[config.mk]
export PLATFORM = sky130hd
export DESIGN_NAME = fetch_unit_flat
export DESIGN_NICKNAME = d
export VERILOG_FILES = /design/src/rtl/cpu_pkg.sv /design/src/rtl/fetch_unit_if.sv /design/src/rtl/fetch_queue.sv /design/src/rtl/fetch_unit.sv /design/src/flat_wrapper.sv
export SDC_FILE = /design/constraint.sdc
export NUM_CORES = 1
export LEC_CHECK = 0
export ABC_AREA = 1
export CORE_MARGIN = 2
export CORE_UTILIZATION = 50
export CTS_BUF_LIST = sky130_fd_sc_hd__clkbuf_16
export DETAILED_ROUTE_END_ITERATION = 10
export PLACE_DENSITY_LB_ADDON = 0.08
export SYNTH_ARGS = -nofsm -noshare
export SYNTH_HDL_FRONTEND = slang
export SYNTH_SLANG_ARGS = --single-unit
[constraint.sdc]
create_clock -name clk -period 6.1 [get_ports clk]
set_input_delay 0.915 -clock clk [delete_from_list [all_inputs] [get_ports clk]]
set_output_delay 0.915 -clock clk [all_outputs]
set_load 0.01 [all_outputs]
[src/rtl/cpu_pkg.sv]
// rtl/cpu_pkg.sv - shared CPU constants and fetch-path types
// Purpose: reset PC, NOP encoding, PC step and the {pc, ir} entry type
//          used by the fetch stage and its queue.
// Ports:   none (package).
package cpu_pkg;

  localparam int          XLEN     = 32;
  localparam logic [31:0] RESET_PC = 32'h0000_0000;
  localparam logic [31:0] NOP_INSN = 32'h0000_0013;
  localparam logic [31:0] PC_STEP  = 32'd4;

  typedef struct packed {
    logic [XLEN-1:0] pc;
    logic [XLEN-1:0] ir;
  } fetch_entry_t;

endpackage

[src/rtl/fetch_unit_if.sv]
// rtl/fetch_unit_if.sv - fetch stage bus: imem request/response, redirect, decode stream
// Purpose: bundles the instruction-memory, redirect and decode-side signals.
// Ports (master = fetch_unit):
//   imem_pc out, imem_ir in, redirect_valid in, redirect_pc in,
//   out_valid out, out_ready in, out_pc out, out_ir out.
interface fetch_unit_if;
  import cpu_pkg::*;

  logic [XLEN-1:0] imem_pc;
  logic [XLEN-1:0] imem_ir;
  logic            redirect_valid;
  logic [XLEN-1:0] redirect_pc;
  logic            out_valid;
  logic            out_ready;
  logic [XLEN-1:0] out_pc;
  logic [XLEN-1:0] out_ir;

  modport master (
    output imem_pc,
    input  imem_ir,
    input  redirect_valid,
    input  redirect_pc,
    output out_valid,
    input  out_ready,
    output out_pc,
    output out_ir
  );

  modport slave (
    input  imem_pc,
    output imem_ir,
    output redirect_valid,
    output redirect_pc,
    input  out_valid,
    output out_ready,
    input  out_pc,
    input  out_ir
  );

endinterface

[src/rtl/fetch_queue.sv]
// rtl/fetch_queue.sv - 2-entry {pc, ir} FIFO between imem response and decode
// Purpose: buffers returned instructions; head is read straight from flops.
// Ports:
//   clk, rst_n          clock, async active-low reset
//   push, push_entry    write one {pc, ir} entry
//   pop                 remove head entry
//   flush               discard all entries (wins over push/pop)
//   count               occupancy 0..2
//   head                head entry, {0, NOP} when empty
module fetch_queue
  import cpu_pkg::*;
(
  input  logic         clk,
  input  logic         rst_n,
  input  logic         push,
  input  fetch_entry_t push_entry,
  input  logic         pop,
  input  logic         flush,
  output logic [1:0]   count,
  output fetch_entry_t head
);

  localparam fetch_entry_t EMPTY_ENTRY = '{pc: '0, ir: NOP_INSN};

  fetch_entry_t entry0_q, entry0_d;
  fetch_entry_t entry1_q, entry1_d;
  logic [1:0]   count_q, count_d;
  logic         push_eff;
  logic         pop_eff;

  // Guard against misuse even though the fetch credit logic never violates these.
  assign pop_eff  = pop & (count_q != 2'd0);
  assign push_eff = push & ((count_q != 2'd2) | pop_eff);

  always_comb begin
    entry0_d = entry0_q;
    entry1_d = entry1_q;
    count_d  = count_q;
    if (flush) begin
      count_d = 2'd0;
    end else begin
      case ({push_eff, pop_eff})
        2'b10: begin
          if (count_q == 2'd0) entry0_d = push_entry;
          else                 entry1_d = push_entry;
          count_d = count_q + 2'd1;
        end
        2'b01: begin
          entry0_d = entry1_q;
          count_d  = count_q - 2'd1;
        end
        2'b11: begin
          // Occupancy unchanged; the new word lands behind whatever survives the pop.
          if (count_q == 2'd2) begin
            entry0_d = entry1_q;
            entry1_d = push_entry;
          end else begin
            entry0_d = push_entry;
          end
        end
        default: ;
      endcase
    end
  end

  always_ff @(posedge clk or negedge rst_n) begin
    if (!rst_n) begin
      entry0_q <= EMPTY_ENTRY;
      entry1_q <= EMPTY_ENTRY;
      count_q  <= 2'd0;
    end else begin
      entry0_q <= entry0_d;
      entry1_q <= entry1_d;
      count_q  <= count_d;
    end
  end

  assign count = count_q;
  assign head  = (count_q != 2'd0) ? entry0_q : EMPTY_ENTRY;

endmodule

[src/rtl/fetch_unit.sv]
// rtl/fetch_unit.sv - instruction fetch stage with redirect flush and 2-deep buffering
// Purpose: drives the fetch PC, tracks the one-cycle imem read latency and
//          credits the 2-entry queue so decode stalls never drop a word.
// Ports:
//   clk, rst_n     clock, async active-low reset
//   bus            fetch_unit_if.master (imem, redirect, decode stream)
//   fetch_fault    sticky misaligned-redirect flag (FETCH_MISALIGN_CHECK_EN only)
// Build option: FETCH_MISALIGN_CHECK_EN enables misaligned-redirect faulting;
//               otherwise redirect_pc[1:0] is forced to zero.
module fetch_unit
  import cpu_pkg::*;
(
  input  logic                clk,
  input  logic                rst_n,
  fetch_unit_if.master        bus
`ifdef FETCH_MISALIGN_CHECK_EN
  ,
  output logic                fetch_fault
`endif
);

  logic [XLEN-1:0] fetch_pc_q, fetch_pc_d;
  logic [XLEN-1:0] inflight_pc_q, inflight_pc_d;
  logic            inflight_q, inflight_d;
  logic [1:0]      q_count;
  fetch_entry_t    q_head;
  fetch_entry_t    push_entry;
  logic            pop;
  logic            push;
  logic            issue;
  logic [2:0]      credit;
  logic            fault_q;
  logic [XLEN-1:0] redirect_target;

`ifdef FETCH_MISALIGN_CHECK_EN
  logic fault_d;

  assign redirect_target = bus.redirect_pc;

  always_comb begin
    fault_d = fault_q;
    // Any redirect re-decides the fault: misaligned sets it, aligned clears it.
    if (bus.redirect_valid) fault_d = (bus.redirect_pc[1:0] != 2'b00);
  end

  always_ff @(posedge clk or negedge rst_n) begin
    if (!rst_n) fault_q <= 1'b0;
    else        fault_q <= fault_d;
  end

  assign fetch_fault = fault_q;
`else
  assign redirect_target = bus.redirect_pc & ~32'h0000_0003;
  assign fault_q         = 1'b0;
`endif

  assign pop = bus.out_valid & bus.out_ready;

  // Words already owned (buffered + in flight) after this cycle's pop must
  // leave room for one more request; pop only happens with count >= 1.
  assign credit = {1'b0, q_count} + {2'b00, inflight_q} - {2'b00, pop};
  assign issue  = !bus.redirect_valid && (credit < 3'd2) && !fault_q;

  // A redirect kills the response of the request issued last cycle.
  assign push       = inflight_q & !bus.redirect_valid;
  assign push_entry = '{pc: inflight_pc_q, ir: bus.imem_ir};

  always_comb begin
    fetch_pc_d    = fetch_pc_q;
    inflight_pc_d = inflight_pc_q;
    inflight_d    = 1'b0;
    if (bus.redirect_valid) begin
      fetch_pc_d = redirect_target;
    end else if (issue) begin
      inflight_d    = 1'b1;
      inflight_pc_d = fetch_pc_q;
      fetch_pc_d    = fetch_pc_q + PC_STEP;
    end
  end

  always_ff @(posedge clk or negedge rst_n) begin
    if (!rst_n) begin
      fetch_pc_q    <= RESET_PC;
      inflight_pc_q <= RESET_PC;
      inflight_q    <= 1'b0;
    end else begin
      fetch_pc_q    <= fetch_pc_d;
      inflight_pc_q <= inflight_pc_d;
      inflight_q    <= inflight_d;
    end
  end

  fetch_queue u_queue (
    .clk        (clk),
    .rst_n      (rst_n),
    .push       (push),
    .push_entry (push_entry),
    .pop        (pop),
    .flush      (bus.redirect_valid),
    .count      (q_count),
    .head       (q_head)
  );

  assign bus.imem_pc   = fetch_pc_q;
  assign bus.out_valid = (q_count != 2'd0);
  assign bus.out_pc    = q_head.pc;
  assign bus.out_ir    = q_head.ir;

endmodule

[src/flat_wrapper.sv]
// flat-port wrapper written by rule: the top's interface ports become plain ports
module fetch_unit_flat import cpu_pkg::*;
  (clk, rst_n, bus_imem_pc, bus_imem_ir, bus_redirect_valid, bus_redirect_pc, bus_out_valid, bus_out_ready, bus_out_pc, bus_out_ir);
  fetch_unit_if bus_i ();
  input  logic clk;
  input  logic rst_n;
  output wire logic [$bits(bus_i.imem_pc)-1:0] bus_imem_pc;
  input wire logic [$bits(bus_i.imem_ir)-1:0] bus_imem_ir;
  input wire logic [$bits(bus_i.redirect_valid)-1:0] bus_redirect_valid;
  input wire logic [$bits(bus_i.redirect_pc)-1:0] bus_redirect_pc;
  output wire logic [$bits(bus_i.out_valid)-1:0] bus_out_valid;
  input wire logic [$bits(bus_i.out_ready)-1:0] bus_out_ready;
  output wire logic [$bits(bus_i.out_pc)-1:0] bus_out_pc;
  output wire logic [$bits(bus_i.out_ir)-1:0] bus_out_ir;
  assign bus_imem_pc = bus_i.imem_pc;
  assign bus_i.imem_ir = bus_imem_ir;
  assign bus_i.redirect_valid = bus_redirect_valid;
  assign bus_i.redirect_pc = bus_redirect_pc;
  assign bus_out_valid = bus_i.out_valid;
  assign bus_i.out_ready = bus_out_ready;
  assign bus_out_pc = bus_i.out_pc;
  assign bus_out_ir = bus_i.out_ir;
  fetch_unit u_core (.clk(clk), .rst_n(rst_n), .bus(bus_i));
endmodule
### After elaboration in Yosys (flattened, before gate mapping)

Index checks and enable logic that the tools add are counted.

| cells by class | value |
|---|---|
| bitwise operators | 6 |
| equality and inequality tests | 8 |
| magnitude comparators | 1 |
| muxes and demuxes | 13 |
| reductions and logical operators | 11 |
| $add $sub $neg | 5 |

Operator list:

| operator | number |
|---|---|
| $mux 64 | 5 |
| $pmux 64 s3 | 1 |
| $pmux 64 s2 | 1 |
| $mux 32 | 2 |
| $add 32x3->32 const B | 1 |
| $ne 2x2->1 const B | 4 |
| $eq 2x2->1 const B | 3 |
| $reduce_bool 2->1 | 3 |
| $reduce_bool 3->1 | 2 |
| $and 1x1->1 | 4 |
| $pmux 2 s2 | 1 |
| $reduce_and 4->1 | 1 |
| $add 2x1->3 | 1 |
| $lt 3x2->1 const B | 1 |
| $reduce_and 3->1 | 1 |
| $sub 3x1->3 | 1 |
| $add 2x1->2 const B | 1 |
| $eq 2x1->1 const B | 1 |
| $logic_not 2->1 | 1 |
| $mux 1 | 2 |
| $mux 2 | 1 |
| $reduce_and 2->1 | 1 |
| $sub 2x1->2 const B | 1 |
| $logic_and 1x1->1 | 1 |
| other kinds (3) | 3 |

| word-level totals | value |
|---|---|
| input bits | 68 |
| output and inout port bits | 97 |
| flip-flop bits (word level) | 195 |
| logic and storage cells | 52 |

### Longest topological paths before layout

Gate-level depths: netlist of the first run.

| logic depth | value |
|---|---|
| depth in word-level cells | 8 |
| gate-level depth with buffers | 14 |
| mapped depth without buffers | 14 |

### By module

From an unflattened synthesis of the first run, not the netlist that was laid out.

| unflattened totals | value |
|---|---|
| cells, all modules | 1309 |
| area, all modules | 9853.2 um^2 |

Modules (own cells, without submodules):

| module | area an instance (um^2) | seq. area each (um^2) | cells each | instances |
|---|---|---|---|---|
| fetch_queue | 6417.4 | 3260.6 | 854 | 1 |
| fetch_unit | 3435.8 | 1526.5 | 455 | 1 |

### Worst setup path before layout of the first run

Ideal clock, no wire load.

| path | value |
|---|---|
| path type | input port to flip-flop |
| from | in bus_out_ready |
| to | reg u_core.inflight_pc_q[10] |
| cell stages on the path | 11 |
| library setup time | 0.131 ns |
| arrival | 2.587 ns |
| slack | 3.382 ns |
| required time | 5.969 ns |
| path through | inv_1 > nor2_4 > ha_1 > nor2_1 > fa_1 > inv_1 > nand4_1 > buf_2 > buf_2 > nand2_1 > o21ai_0 |

| between the ends | value |
|---|---|
| longest elaborated chain between the ends | 5 |

RTL lines:

| element | line | source |
|---|---|---|
| start: declaration | flat_wrapper.sv:12 | `input wire logic [$bits(bus_i.out_ready)-1:0] bus_out_ready;` |
| $and 1x1->1 | fetch_unit.sv:57 | `assign pop = bus.out_valid & bus.out_ready;` |
| $sub 3x1->3 | fetch_unit.sv:61 | `assign credit = {1'b0, q_count} + {2'b00, inflight_q} - {2'b00, pop};` |
| $lt 3x2->1 | fetch_unit.sv:62 | `assign issue = !bus.redirect_valid && (credit < 3'd2) && !fault_q;` |
| $logic_and 1x1->1 | fetch_unit.sv:62 |  |
| $reduce_and 2->1 (no source line) | -- |  |
| end signal: assignment | fetch_unit.sv:88 | `inflight_pc_q <= inflight_pc_d;` |
| end: declaration | fetch_unit.sv:23 | `logic [XLEN-1:0] inflight_pc_q, inflight_pc_d;` |

No other way between the ends.
A chain may end at the register's enable or synchronous reset.

### Worst setup path after layout of the first run

| path | value |
|---|---|
| from | reg u_core.u_queue.count_q[1] (netlist: u_core.u_queue.count[1]) |
| to | out bus_out_ir[4] |

| between the ends | value |
|---|---|
| longest elaborated chain between the ends | 2 |

RTL lines:

| element | line | source |
|---|---|---|
| start: declaration | fetch_queue.sv:27 | `logic [1:0] count_q, count_d;` |
| start signal: assignment | fetch_queue.sv:74 | `count_q <= count_d;` |
| $reduce_bool 2->1 | fetch_queue.sv:79 | `assign head = (count_q != 2'd0) ? entry0_q : EMPTY_ENTRY;` |
| $mux 64 | fetch_queue.sv:79 |  |
| end: declaration | flat_wrapper.sv:14 | `output wire logic [$bits(bus_i.out_ir)-1:0] bus_out_ir;` |

No other way between the ends.

==> impl_summary.md, run 1 <==
Global routing
The initial antenna violation count is 0. The maximum number of pins on one net before global-route repair is between 100 and 150. The number of global-route vias before repair is 7154.

Across every metal layer, demand over resource in global routing totals 22.6%. The final global-route overflow total is 0. The first global-routing pass estimated about 36000 um of wire.

Floorplanning
The area enclosed by the die boundary is just under 20000 um^2. The die span in x is approximately 140 um. The region available for standard cell placement spans 17900 um^2. Pin placement for this block handled approximately 170 I/O pins.

After floorplanning, the core was divided into 49 placement rows. The y dimension of the die is around 140 um. For this configuration, the core starts out at a cell density of around half.

Timing
The final critical path takes up a little under three fifths of the cycle. The number of max-slew violations in the final report was 0. The number of setup violations in the final report is 0. Hold timing on the final database bottoms out at a slack of around 0.49 ns. The relative max-transition margin is 24.5%. The hold violation count in the final report is 0. The slew at the pin closest to its max-slew limit is 1.13 ns. For this run, the top clock speed supported by timing is 0.292 GHz. The total negative slack is 0 ns.

On the final layout, the worst clock skew is 0.00887 ns. The clock period minus worst slack is between 3 and 4 ns. Setup repair after global routing left no endpoint under its margin.

Hold path
The worst hold path begins at u_core.u_queue.entry1_q[45]. The hold-critical path endpoint is u_core.u_queue.entry1_q[45]. The class of the tightest hold or removal check is reg2reg. Counting instances, the worst hold path has a depth of 2.

Status
The flow ran to the end, and the final reports show no timing, DRC or antenna violations.

Drt
The number of violations reported at the end of detailed-routing iteration 0 is 400. After detailed routing, the average wire length per cell comes to 14.0 um. The residual antenna-violating net count after detailed routing is 0. The via-per-instance ratio is approximately 5.1. In the routed design, unresolved DRC markers number 0. The detailed-router iteration count before antenna repair is 6. For this block, the routed nets add up to between 20000 and 25000 um of wire. The total number of vias is about 7600.

Run
Across the run, the number of max-cap violations was 0.

Pwr
Sequential cells account for between 30% and 40% of the total power. The power share of the clock group is roughly 20%. Dividing total power by cell area gives a power density of 504 nW/um^2. The standby leakage power is 5.37 nW. The analysis attributes to net switching a power of 2.23 mW. The worst IR drop on VDD is between 0.0002 and 0.00025 V. The combinational cell fraction of total power is around two fifths. Net switching is 38.9% of the power.

The internal cell power is 3.49 mW.

CTS
The post-cts sizing count is 0. TritonCTS built the clock tree. The number of clock buffers inserted by TritonCTS is 17. The tree is rooted in a sky130_fd_sc_hd__clkbuf_16. At the later pin of the worst-skew pair, clock insertion delay measures ~0.43 ns. The level count of the clock H-tree is 4. The post-CTS setup-driven buffer insertion count is 0.

For this design, the sink count on the clock tree is around 190. In this run, post-CTS hold repair placed 0 buffers. The clock-pin slew of the registers on the worst-case setup and hold paths is about 0.07 ns. Counting along the longest clock path gives a buffer depth of 2.

Synth
Yosys mapped a number of flops with a built-in enable equal to 0. The number of synthesis warnings is 0. After synthesis the netlist holds a flip-flop and latch count of between 150 and 200. The cell count after synthesis is 1132. The cell area after technology mapping is between 9000 and 10000 um^2. The async set-or-reset flop fraction in the synthesized netlist is 100%. The post-synthesis area per instance is 8.02 um^2. Sequential elements use 51.9% of the synthesized area. The netlist uses 29 different library cells. In the synthesized netlist the dominant register cell turns out to be sky130_fd_sc_hd__dfrtp_1.

Critical path
The critical path is of the reg2out type. STA puts the critical path data required time at between 5 and 6 ns. The worst reg2reg path startpoint is u_core.u_queue.count[1]. Data arrives at the worst endpoint at approximately 2.5 ns. STA classifies the critical path startpoint as a register. The worst register-to-register path has a setup slack of around 2.7 ns. The count of cells along the worst register-to-register path is 11. The type of element capturing the critical path is a primary output. Of all nets on the critical path, the largest fanout is between 60 and 70. In this run the critical register-to-register path is captured at u_core.bus.imem_pc[13].

Placement
The count of buffers added on input and output ports is 160. The detailed-placement wirelength estimate is approximately 14000 um. At the end of routability-driven placement, the weighted congestion stood at ~0.87.

Finish
The number of antenna repair diodes is 0. Relative to the synthesized area, the layout overhead comes to 25.2%. The net count of the finished layout is 1330. Of the cells placed in the final design, the portion with a size suffix greater than 1 is 4.25%.
[synth_stat cells, types with 10 or more instances]
| cell | instances | area, um^2 |
|---|---|---|
| sky130_fd_sc_hd__a21oi_1 | 12 | 60.1 |
| sky130_fd_sc_hd__buf_2 | 14 | 70.1 |
| sky130_fd_sc_hd__buf_4 | 16 | 120 |
| sky130_fd_sc_hd__clkbuf_1 | 33 | 124 |
| sky130_fd_sc_hd__dfrtp_1 | 182 | 4550 |
| sky130_fd_sc_hd__inv_1 | 186 | 698 |
| sky130_fd_sc_hd__nand2_1 | 242 | 908 |
| sky130_fd_sc_hd__nand3_1 | 40 | 200 |
| sky130_fd_sc_hd__nand3b_1 | 10 | 75.1 |
| sky130_fd_sc_hd__nand4_1 | 15 | 93.8 |
| sky130_fd_sc_hd__nor2_1 | 115 | 432 |
| sky130_fd_sc_hd__o211ai_1 | 63 | 473 |
| sky130_fd_sc_hd__o21ai_0 | 146 | 731 |
| sky130_fd_sc_hd__o21ai_1 | 19 | 95.1 |
[power groups by stage]
| stage | combinational, mW | sequential (mW) | clock (mW) |
|---|---|---|---|
| 2_1_floorplan | 1.45 | 2.15 | 0 |
| 3_3_place_gp | 2.36 | 2.17 | 0 |
| 3_5_place_dp | 2.41 | 2.19 | 0 |
| 4_1_cts | 2.43 | 2.17 | 1.18 |
| 5_1_grt | 2.74 | 2.25 | 1.22 |
| 6_report | 2.40 | 2.17 | 1.15 |
[stage by stage]
stage / instance area, um^2 / instances / power (mW) / setup WS [ns] / utilization [%]
final: 11400 / 1501 / 5.72 / 2.67 / 63.5
after global routing: 11400 / 1501 / 6.20 / 2.36 / 63.5
after CTS: 11400 / 1501 / 5.78 / 2.59 / 63.5
after detailed placement: 10800 / 1469 / 4.60 / 2.36 / 60.1
after global placement: 10800 / 1469 / 4.53 / 2.38 / 60.1
after floorplan: 9080 / 1133 / 3.60 / 3.38 / -
[layer usage]
layer	wire length [um]	share of wire, %	track usage, %
met2	9260	44	33.7
met3	937	4.5	4.25
met1	10300	49	33.3
met5	0	0	0
met4	443	2.1	7.66
[critical path, stage by stage (launching register included)]
cell                              delay (ns)
sky130_fd_sc_hd__dfrtp_1                0.45
sky130_fd_sc_hd__nor2_4                 0.12
sky130_fd_sc_hd__buf_4                  0.57
sky130_fd_sc_hd__inv_1                  0.28
sky130_fd_sc_hd__nand2_1                0.12
sky130_fd_sc_hd__clkdlybuf4s50_1        0.54
[cell usage in the layout (no fill, tap or decap), types with 10 or more instances in the layout]
cell type                         netlist  layout
sky130_fd_sc_hd__nand2_1              242     241
sky130_fd_sc_hd__inv_1                186     186
sky130_fd_sc_hd__dfrtp_1              182     182
sky130_fd_sc_hd__clkdlybuf4s50_1        0     159
sky130_fd_sc_hd__o21ai_0              146     146
sky130_fd_sc_hd__nor2_1               115     115
sky130_fd_sc_hd__o211ai_1              63      63
sky130_fd_sc_hd__nand3_1               40      40
sky130_fd_sc_hd__o21ai_1               19      19
sky130_fd_sc_hd__clkbuf_16              0      17
sky130_fd_sc_hd__nand4_1               15      15
sky130_fd_sc_hd__a21oi_1               12      12
sky130_fd_sc_hd__nand3b_1              10      10
sky130_fd_sc_hd__buf_4                 16      10
[final cells by class]
class	count	area (um^2)
Clock inverter	15	186
Clock buffer	17	425
Inverter	188	706
Tap cell	229	287
Sequential cell	188	4710
Multi-Input combinational cell	694	3370
Timing Repair Buffer	170	1680
Fill cell	1618	6540
[worst max path at each step]
stage	start	to	slack, ns	depth (start not counted)
finish	u_core.u_queue.count[1]	bus_out_ir[4]	2.67	5
global route	u_core.u_queue.count[1]	u_core.bus.imem_pc[24]	2.36	12
CTS	u_core.u_queue.count[1]	bus_out_ir[4]	2.59	5
detailed placement	bus_out_ready	u_core.bus.imem_pc[24]	2.36	11
global placement	bus_redirect_valid	u_core.u_queue.entry0_q[60]	2.38	8
floorplan	bus_out_ready	u_core.inflight_pc_q[10]	3.38	11
[kinds of logic (layout without fill, tap and decap cells)]
logic type      Yosys count  count (layout)  share of synthesized area [%]
buf+inv                 251             390                           11.2
fa+ha+maj                 3               3                          0.496
xor+xnor                  8               8                          0.772
other cells               1               2                         0.0413
flops                   188             188                           51.9
simple gates            426             426                           19.2
compound gates          255             255                           16.4
[state kept, by name (all words and copies together) (netlist names)]
signal	flops
u_core.u_queue.count	2
u_core.bus.imem_pc	30
u_core.inflight_pc_q	30
u_core.inflight_q	1
u_core.u_queue.entry0_q	63
u_core.u_queue.entry1_q	62
Note: power is estimated with default switching activity, not from simulation.
==> run 2, diff against run 1 <==
Clock period 6.1 ns to 3.55 ns, I/O delays scaled along.
==> run 2 against run 1 <==
Design area rose by 0.80%. Register-to-register slack worse by 1.9 ns. Utilization grew 0.51 points. Via count is 0.79% lower. Largest power group unchanged.
==> impl_summary.md, run 2 (synthesized netlist as in run 1, its figures left out) <==
Status
The flow ran to the end, and the final reports show no timing, DRC or antenna violations.

Run
The number of max-cap violations is 0 (unchanged).

Finish
The footprint of the multi-input gates is 3370 um^2 (unchanged). The number of fill cells is 1575 (-2.7%). Leaving out fill and tap cells, the most frequent cells in the layout are sky130_fd_sc_hd__nand2_1 (241), sky130_fd_sc_hd__inv_1 (186), sky130_fd_sc_hd__dfrtp_1 (182), sky130_fd_sc_hd__clkdlybuf4s50_1 (159), sky130_fd_sc_hd__o21ai_0 (146). In the final layout, the registers with the most flip-flops are u_core.u_queue.entry0_q (63), u_core.u_queue.entry1_q (62). The core occupancy in the finished layout came to 64.0% (+0.51 points). The number of antenna repair diodes is 0 (unchanged).

The library cell used most frequently in the layout, excluding fill and tap cells, is sky130_fd_sc_hd__nand2_1. The register with the most flip-flops in the final layout is u_core.u_queue.entry0_q. The total area of sequential cells was 4710 um^2 (unchanged). The final design area excluding fillers is 11500 um^2 (+0.80%). The total number of nets in the final design is 1336 (+0.45%). The number of flip-flops in the largest register is 63 (unchanged). The fraction of final layout cells with drive strength greater than 1 is 4.69% (+0.45 points). The area overhead of the layout relative to synthesis is 26.2%.

CTS
The number of buffers added to fix hold violations after cts is 0 (unchanged). The number of sinks on the clock net is 188 (unchanged). The maximum root-to-sink buffer count is 2 (unchanged). CTS placed an instance of sky130_fd_sc_hd__clkbuf_16 at the clock tree root. The level count of the clock H-tree came to 4 (unchanged). The number of clock buffers inserted by TritonCTS is 17 (unchanged). The post-cts sizing count was 0 (unchanged). The clock latency on the worst-skew pair is 0.42 ns (about the same). The TritonCTS clock tree is done. The clock-pin slew of the registers on the worst-case setup and hold paths is 0.07 ns (about the same).

The post-CTS setup-driven buffer insertion count came to 0 (unchanged).

Critical path
The family of cells with the greatest summed delay on the critical path is buffers and inverters. The maximum fanout encountered on the critical timing path came to 62 (-1.6%). The buffer and inverter count on the worst path is 3 (unchanged). The signal on the critical path passes through nor2_4, buf_4, inv_1, nand2_1, clkdlybuf4s50_1.

The required time at the endpoint of the critical path is 3.02 ns (-2.16 ns). The endpoint identified for the worst register-to-register timing path is u_core.bus.imem_pc[17]. The count of cells along the worst register-to-register path was 11 (unchanged). The worst reg2reg path startpoint is u_core.u_queue.count[1]. The critical setup path kind is reg2out. The arrival time at the worst endpoint is 2.50 ns (about the same). On the critical path, the stage with the largest delay is an instance of sky130_fd_sc_hd__buf_4. The internal reg-to-reg setup slack came to 0.84 ns (-1.87 ns). STA classifies the critical path startpoint as a register. The worst stage delay on the critical path came to 0.56 ns (about the same).

The worst setup path is captured at a primary output.

Pwr
The power per standard cell area is 862 nW/um^2 (+71%). The worst IR drop on VDD is 0.000431 V (+93%). The standby leakage power is 5.41 nW (+0.84%).

Global routing
The first-pass GRT wire length is 35700 um (+0.37%). The maximum number of pins on one net before global-route repair came to 125 (unchanged). The final global-route overflow total is 0 (unchanged). The initial antenna violation count was 0 (unchanged). The number of global-route vias before repair is 7174 (+0.28%). The global routing usage summed across all routing layers came to 22.4% (-0.15 points).

Drt
The via-per-instance ratio is 5.02 (-1.2%). The number of violations reported at the end of detailed-routing iteration 0 is 460 (+15%). The residual antenna-violating net count after detailed routing is 0 (unchanged). The average detailed-routed wire length per instance is 13.9 um (-0.57%). The detailed-router iteration count before antenna repair came to 6 (unchanged). The total number of vias is 7572 (-0.79%). The post-route DRC violation count is 0 (unchanged). The aggregate routed wire length is 20900 um (-0.17%).

Floorplanning
The area enclosed by the die boundary is 19300 um^2 (unchanged). The y dimension of the die is 139 um (unchanged). The area of the core is 17900 um^2 (unchanged).

The top-level port count is 165 (unchanged). The number of standard-cell rows in the floorplan is 49 (unchanged). The effective utilization at floorplan is 50.7% (unchanged). The die span in x is 139 um (unchanged).

Hold path
The path class of the tightest hold or removal check is in2async.

Timing
The setup slack of the critical path after layout is 0.516 ns (-2.16 ns). The slew at the pin closest to its max-slew limit is 0.784 ns (-0.350 ns). Based on the critical path, the design can be clocked at up to 0.330 GHz.

The clock skew is 0.00704 ns (-0.00183 ns). Setup repair after global routing left no endpoint under its margin. The number of setup violations in the final report is 0 (unchanged). The relative max-transition margin is 47.8% (+23 points).

The final critical-path share of the clock period is a little under nine tenths. The total negative slack came to 0 ns (unchanged). The clock period minus worst slack is around 3.0 ns. The hold violation count in the final report is 0 (unchanged). The number of max-slew violations in the final report was 0 (unchanged).

Placement
The number of buffers inserted by port buffering is 160 (unchanged). The detailed-placement wirelength estimate is 14200 um (+1.2%). The standard cell area after detailed placement was 10900 um^2 (+1.0%). The last weighted congestion value of the routability-driven placer is 0.922 (+5.7%). The pre-CTS setup slack is 0.354 ns (-2.01 ns).
-- run 2: cell types whose count changed in the layout (fill, tap and decap cells not counted) --
| cell | before | now |
|---|---|---|
| sky130_fd_sc_hd__inv_6 | 5 | 3 |
| sky130_fd_sc_hd__clkinv_4 | 3 | 0 |
| sky130_fd_sc_hd__buf_4 | 10 | 11 |
| sky130_fd_sc_hd__clkinv_2 | 0 | 4 |
| sky130_fd_sc_hd__clkinvlp_4 | 3 | 4 |
| sky130_fd_sc_hd__buf_12 | 0 | 5 |
-- run 2: final cells by class --
type	instances	share of cell area (%)
repair buffers	176	15.6
flip-flops and latches	188	41.1
clock buffers	17	3.71
well taps	229	2.50
multi-input cells	694	29.4
inverters	188	6.16
clock inverters	15	1.49
-- run 2: stage by stage --
step	std cells	hold WS (ns)	power [mW]
after global routing	1507	0.228	10.7
final	1507	0.174	9.87
after global placement	1475	0.466	7.87
after detailed placement	1475	0.474	7.99
after floorplan	1133	0.237	6.19
after CTS	1507	0.202	9.96
-- run 2: worst reg2reg max path: stages (launching register included) --
cell	delay (ns)
sky130_fd_sc_hd__dfrtp_1	0.45
sky130_fd_sc_hd__nor2_4	0.16
sky130_fd_sc_hd__nor2_4	0.06
sky130_fd_sc_hd__ha_1	0.27
sky130_fd_sc_hd__nor2_1	0.05
sky130_fd_sc_hd__fa_1	0.48
sky130_fd_sc_hd__inv_1	0.05
sky130_fd_sc_hd__nand4_1	0.11
sky130_fd_sc_hd__buf_4	0.54
sky130_fd_sc_hd__nor2_1	0.20
sky130_fd_sc_hd__o21ai_0	0.12
sky130_fd_sc_hd__nand3b_1	0.10
-- run 2: per-layer routing --
| layer | global-route usage (%) | wire length (um) |
|---|---|---|
| met2 | 33.3 | 9240 |
| met4 | 8.03 | 458 |
| met3 | 3.35 | 1030 |
| met5 | 0 | 0 |
| met1 | 33.7 | 10200 |
-- run 2: how the worst max path moves through the flow --
stage                     slack [ns]                        to  depth (start not counted)                    start
after floorplan                 1.21  u_core.inflight_pc_q[10]                         11  u_core.u_queue.count[1]
after global placement          0.39  u_core.inflight_pc_q[18]                         11            bus_out_ready
after detailed placement        0.35    u_core.bus.imem_pc[21]                         12            bus_out_ready
after CTS                       0.43             bus_out_ir[0]                          5  u_core.u_queue.count[1]
after global routing            0.31             bus_out_ir[1]                          5  u_core.u_queue.count[1]
final                           0.52             bus_out_ir[1]                          5  u_core.u_queue.count[1]
-- run 2: power breakdown --
part	total [mW]	switching [mW]	internal, mW
Sequential	3.74	0.582	3.16
Combinational	4.21	2.42	1.79
Clock	1.93	0.819	1.11
==> run 3, diff against run 2 <==
Settings changed: CORE_MARGIN 2 to default.
==> run 3 against run 2 <==
Flip-flop and latch count unchanged. Setup slack worse by 0.096 ns. Sequential share of layout area is 0.13 points higher. Register-to-register slack got worse by 0.19 ns. Critical endpoint is now bus_out_ir[4]. Largest power group unchanged. Die area is 2.9% lower. Non-clock buffer count decreased by 4. Clock power down 2%. Clock skew increased by 0.0018 ns. Critical path type unchanged. Combinational power is essentially flat.
==> impl_summary.md, run 3 (synthesized netlist as in run 1, its figures left out) <==
Pwr
The power per standard cell area was 860 nW/um^2 (-0.18%). The total power draw is 9.83 mW (-0.49%). The standby leakage power is 5.40 nW (-0.22%). The worst IR drop on VDD is 0.000525 V (+22%).

Finish
The fraction of final layout cells with drive strength greater than 1 is 4.08% (-0.61 points). The number of flip-flops in the largest register was 63 (unchanged). The register ranked first by flip-flop count is u_core.u_queue.entry0_q. The area overhead of the layout relative to synthesis is 25.8%. The filler-free cell count of the finished design was 1499 (-0.53%). In the final layout, the registers with the most flip-flops are u_core.u_queue.entry0_q (63), u_core.u_queue.entry1_q (62).

The number of antenna repair diodes is 0 (unchanged). The library cells used most frequently in the layout, excluding fill and tap cells, are sky130_fd_sc_hd__nand2_1 (241), sky130_fd_sc_hd__inv_1 (188), sky130_fd_sc_hd__dfrtp_1 (182), sky130_fd_sc_hd__clkdlybuf4s50_1 (159), sky130_fd_sc_hd__o21ai_0 (146). The total number of nets in the final design is 1332 (-0.30%). The number of fill cells is 1506 (-4.4%).

The most common cell after layout, fill and taps aside is sky130_fd_sc_hd__nand2_1.

CTS
The clock-pin slew of the registers on the worst-case setup and hold paths came to 0.07 ns (about the same). The post-CTS setup-driven buffer insertion count is 0 (unchanged). The number of buffers added to fix hold violations after cts is 0 (unchanged). The number of clock buffers inserted by TritonCTS was 17 (unchanged). TritonCTS built the clock tree. The clock latency on the worst-skew pair came to 0.43 ns (about the same). The maximum root-to-sink buffer count is 2 (unchanged). The number of sinks on the clock net is 188 (unchanged).

The master cell of the clock root buffer is sky130_fd_sc_hd__clkbuf_16. The post-cts sizing count came to 0 (unchanged). The level count of the clock H-tree was 4 (unchanged).

Drt
The via-per-instance ratio came to 5.03 (+0.14%). The aggregate routed wire length is 20700 um (-1.1%). The post-route DRC violation count is 0 (unchanged). The detailed-routed wire length on met3 is 1240 um (+21%). The residual antenna-violating net count after detailed routing is 0 (unchanged). The number of violations reported at the end of detailed-routing iteration 0 is 426 (-7.4%). The highest layer used for signal routing is met4. The average detailed-routed wire length per instance is 13.8 um (-0.54%). The detailed-routed wire length on met2 is 9080 um (-1.7%). The detailed-router iteration count before antenna repair was 5 (-1). The total number of vias is 7542 (-0.40%). The sum of routed wire segments on met1 was 10000 um (-1.8%).

Timing
The clock period minus worst slack is 3.13 ns (+0.0959 ns). The final critical-path share of the clock period is 88.2% (+2.7 points). The number of max-slew violations in the final report came to 0 (unchanged). The highest clock frequency the design can meet is 0.319 GHz (-3.1%). The total negative slack is 0 ns (unchanged). The number of setup violations in the final report is 0 (unchanged). The clock skew was 0.00886 ns (+0.00182 ns). The hold violation count in the final report was 0 (unchanged). The relative max-transition margin is 46.7% (-1.0 points). Setup repair after global routing left no endpoint under its margin. The slew at the pin closest to its max-slew limit came to 0.799 ns (+0.0153 ns).

Floorplanning
The die span in x is 137 um (-1.4%). The y dimension of the die is 137 um (-1.4%). The area enclosed by the die boundary was 18700 um^2 (-2.9%). The effective utilization at floorplan was 51.8% (+1.1 points). The area of the core is 17500 um^2 (-2.0%). The number of standard-cell rows in the floorplan came to 48 (-2.0%). The top-level port count is 165 (unchanged).

Hold path
The class of the tightest hold or removal check is in2async.

Global routing
The final global-route overflow total is 0 (unchanged). The first-pass GRT wire length was 34900 um (-2.2%). The global routing usage summed across all routing layers came to 23.9% (+1.4 points). The maximum number of pins on one net before global-route repair is 98 (-22%). The initial antenna violation count was 0 (unchanged). The number of global-route vias before repair came to 7058 (-1.6%).

Critical path
The worst setup path is launched from a register. The critical setup path kind is reg2out. The worst stage delay on the critical path was 0.58 ns (+0.02 ns). The arrival time at the worst endpoint is 2.60 ns (+0.10 ns).

The required time at the endpoint of the critical path is 3.02 ns (about the same). Traced cell by cell, the critical path runs through nor2_4, buf_4, inv_1, nand2_1, clkdlybuf4s50_1. STA classifies the critical path endpoint as a primary output. The maximum fanout encountered on the critical timing path came to 62 (unchanged). On the critical path, the stage with the largest delay is an instance of sky130_fd_sc_hd__buf_4.

Placement
The number of buffers inserted by port buffering was 160 (unchanged). The detailed-placement wirelength estimate is 13800 um (-2.3%). The placed instance count was 1467 (-0.54%). The last weighted congestion value of the routability-driven placer is 0.856 (-7.2%).

Run
The number of max-cap violations is 0 (unchanged).

Status
The run finished with clean final reports.
-- run 3: changes by cell type in the layout (fill, tap and decap cells not counted) --
cell,change
sky130_fd_sc_hd__inv_6,-3
sky130_fd_sc_hd__buf_12,+1
sky130_fd_sc_hd__clkinv_4,+1
sky130_fd_sc_hd__clkinv_2,-2
sky130_fd_sc_hd__buf_4,-5
sky130_fd_sc_hd__inv_1,+2
sky130_fd_sc_hd__clkinv_1,+2
-- run 3: through the flow --
step	instance area [um^2]	setup slack [ns]	utilization, %	hold slack, ns
detailed placement	10800	0.145	61.8	0.473
global route	11400	0.262	65.1	0.236
finish	11400	0.420	65.1	0.172
global placement	10800	0.211	61.8	0.466
CTS	11400	0.369	65.1	0.213
floorplan	9080	1.21	-	0.237
-- run 3: where the power goes --
group / internal (mW) / switching (mW)
Sequential: 3.16 / 0.582
Combinational: 1.79 / 2.41
Clock: 1.09 / 0.796
Total: 6.04 / 3.79
-- run 3: path summary, 6_finish.rpt --
kind	endpoint	slack, ns	depth (start not counted)	from
min in group clk	u_core.u_queue.entry1_q[22]	0.48	2	u_core.u_queue.entry1_q[22]
min	u_core.u_queue.entry0_q[7]	0.17	1	rst_n
min reg2reg	u_core.u_queue.entry1_q[22]	0.48	2	u_core.u_queue.entry1_q[22]
max reg2reg	u_core.bus.imem_pc[24]	0.65	10	u_core.u_queue.count[1]
max in group asynchronous	u_core.u_queue.entry0_q[20]	2.42	2	rst_n
max	bus_out_ir[4]	0.42	5	u_core.u_queue.count[1]
-- run 3: per-layer routing --
| layer | vias up | global-route usage, % |
|---|---|---|
| li1 | 3858 | - |
| met1 | 3427 | 35.1 |
| met3 | 23 | 5.07 |
| met5 | - | 0 |
| met4 | 0 | 7.59 |
| met2 | 234 | 35.1 |
-- run 3: worst max-delay path: cells and delay by family (launching register included) --
| kind | cells | cell delay, ns |
|---|---|---|
| buf+inv | 3 | 1.42 |
| flops | 1 | 0.46 |
| simple gates | 2 | 0.30 |
-- run 3: area by class of cell --
class,count,area [um^2],share of cell area (%)
clock buffer,17,425,3.72
clock inverter,15,158,1.38
inverter,188,706,6.18
timing repair buffer,172,1770,15.5
tap,225,282,2.46
multi-input combinational,694,3370,29.5
sequential,188,4710,41.3
==> edit: new RTL, config.mk and constraints of run 2 <==
Set the package constant `XLEN` to 48 (it was 32).
--- a/src/rtl/cpu_pkg.sv
+++ b/src/rtl/cpu_pkg.sv
@@ -4,7 +4,7 @@
 // Ports:   none (package).
 package cpu_pkg;
 
-  localparam int          XLEN     = 32;
+  localparam int          XLEN     = 48;
   localparam logic [31:0] RESET_PC = 32'h0000_0000;
   localparam logic [31:0] NOP_INSN = 32'h0000_0013;
   localparam logic [31:0] PC_STEP  = 32'd4;
Ports: changed (5 resized); port bits go from 165 to 245. The function was not compared with the original's and may differ.
==> edit against run 2 <==
Worst setup slack lost 0.24 ns; synthesized area is 51% higher; final area up 51%; sequential cell count is 96 higher; sequential share of layout area about the same; routed wire length grew 64%; die area up 49%; largest cell class unchanged; sequential power rose by 52%; power up 51%.
==> edit: results (changes against run 2) <==
detailed_routing:
  dr_total_vias: 11900  # was 7572
  dr_wl_met2_um: 15000  # was 9240 µm
  dr_wl_met3_um: 2060  # was 1030 µm
  dr.first_iter.drc_count: 894  # was 460
  met1_length_um: 16600  # was 10200 µm
worst_hold_path:
  hold_class: "input port to async pin"  # unchanged
global_routing:
  grt_usage: 0.238  # was 0.224
  gr-usage-met3: 0.0310  # was 0.0335
  grt_pass1_vias: 11200  # was 7174
  grt_max_degree: 133  # was 125
  grt_pass1_wl_um: 56300  # was 35700 µm
  use_met2: 0.366  # was 0.333
  met1_usage: 0.360  # was 0.337
logic_synthesis:
  synth_compound_area_frac: 0.162  # was 0.164
  synth_area_leaders: "dfrtp_1 (51%), nand2_1 (10%), o21ai_0 (7.4%)"  # was dfrtp_1 (50%), nand2_1 (10%), o21ai_0 (8.0%)
  ys_types: 37  # was 29
  synth.yosys.seq_area_share: 0.519  # about the same
  synth_xor_area_frac: 0.00767  # was 0.00772
  ys_top_cells_by_count: "nand2_1 (381), dfrtp_1 (278), inv_1 (253)"  # was nand2_1 (242), inv_1 (186), dfrtp_1 (182)
  synth_cells: 1710  # was 1132
  synthAdderAreaFrac: 0.00329  # was 0.00496
power:
  power.leakage_nw: 8.08  # was 5.41 nW
cts:
  cts_made_buffers: 30  # was 17
  clk_pin_slew_worst_paths_ns: 0.06
  clockBufferDepth: 3  # was 2
  cts_hold_buf: 0  # unchanged
  cts-htree-levels: 1  # was 4
  clock_latency_ns: 0.55  # was 0.42 ns
place:
  postPlaceCellArea_mm2: 0.0164  # was 0.0109 mm²
  placed_cells: 2214  # was 1475
  dp_slack_ns: 0.258  # was 0.354 ns
  portBuffers: 240  # was 160
  gp_congestion: 0.856  # was 0.922
  place_hpwl_um: 22900  # was 14200 µm
final_layout:
  nNetsFinal: 2008  # was 1336
  drive_gt1_frac: 0.0456  # was 0.0469
  top_regs: "u_core.u_queue.entry0_q: 95 flops, u_core.u_queue.entry1_q: 94 flops"  # was u_core.u_queue.entry0_q: 63 flops, u_core.u_queue.entry1_q: 62 flops
timing:
  fin_skew_ns: 0.0112  # was 0.00704 ns
  slew_headroom: 0.479  # was 0.478
  fin_ws_ns: 0.278  # was 0.516 ns
critical_path:
  ff2ff_path_depth: 12  # was 11
  crit_fanout: 64  # was 62
  critical_path_arrival_ns: 2.74  # was 2.50 ns
outcome:
  status: "finished clean"  # unchanged
edit: changes by cell type after synthesis, moves of 14 or more:
cell / before / now
nand3_1: 40 / 58
clkbuf_1: 33 / 48
nor2_1: 115 / 177
o211ai_1: 63 / 106
inv_1: 186 / 253
dfrtp_1: 182 / 278
a21oi_1: 12 / 26
o21ai_0: 146 / 202
buf_2: 14 / 32
nand2_1: 242 / 381
edit: path summary, 6_finish.rpt:
path,endpoint,start
max,bus_out_ir[4],u_core.u_queue.count[1]
min,u_core.u_queue.entry0_q[38],rst_n
max reg2reg,u_core.bus.imem_pc[29],u_core.u_queue.count[1]
min reg2reg,u_core.inflight_pc_q[8],u_core.inflight_pc_q[8]
max in group asynchronous,u_core.u_queue.entry0_q[1],rst_n
min in group clk,u_core.inflight_pc_q[8],u_core.inflight_pc_q[8]
edit: power by group through the flow:
stage | Sequential, W | Combinational, W | Clock [W]
floorplan | 0.00557 | 0.00366 | 0
global placement | 0.00565 | 0.00628 | 0
detailed placement | 0.00570 | 0.00644 | 0
CTS | 0.00566 | 0.00649 | 0.00289
global route | 0.00586 | 0.00723 | 0.00301
finish | 0.00567 | 0.00643 | 0.00282
edit: final cells by class:
cell class                 count  area [µm²]
inverter                     261         980
clock inverter                25         110
timing repair buffer         259        2700
fill                        2341        9660
sequential                   284        7110
tap                          341         427
multi-input combinational   1069        5190
clock buffer                  31         776
edit: critical path, stage by stage, from the launching register on:
cell,delay (ns)
dfrtp_1,0.47
nor2_4,0.17
buf_4,0.62
inv_2,0.26
nand2_1,0.12
clkdlybuf4s50_1,0.54
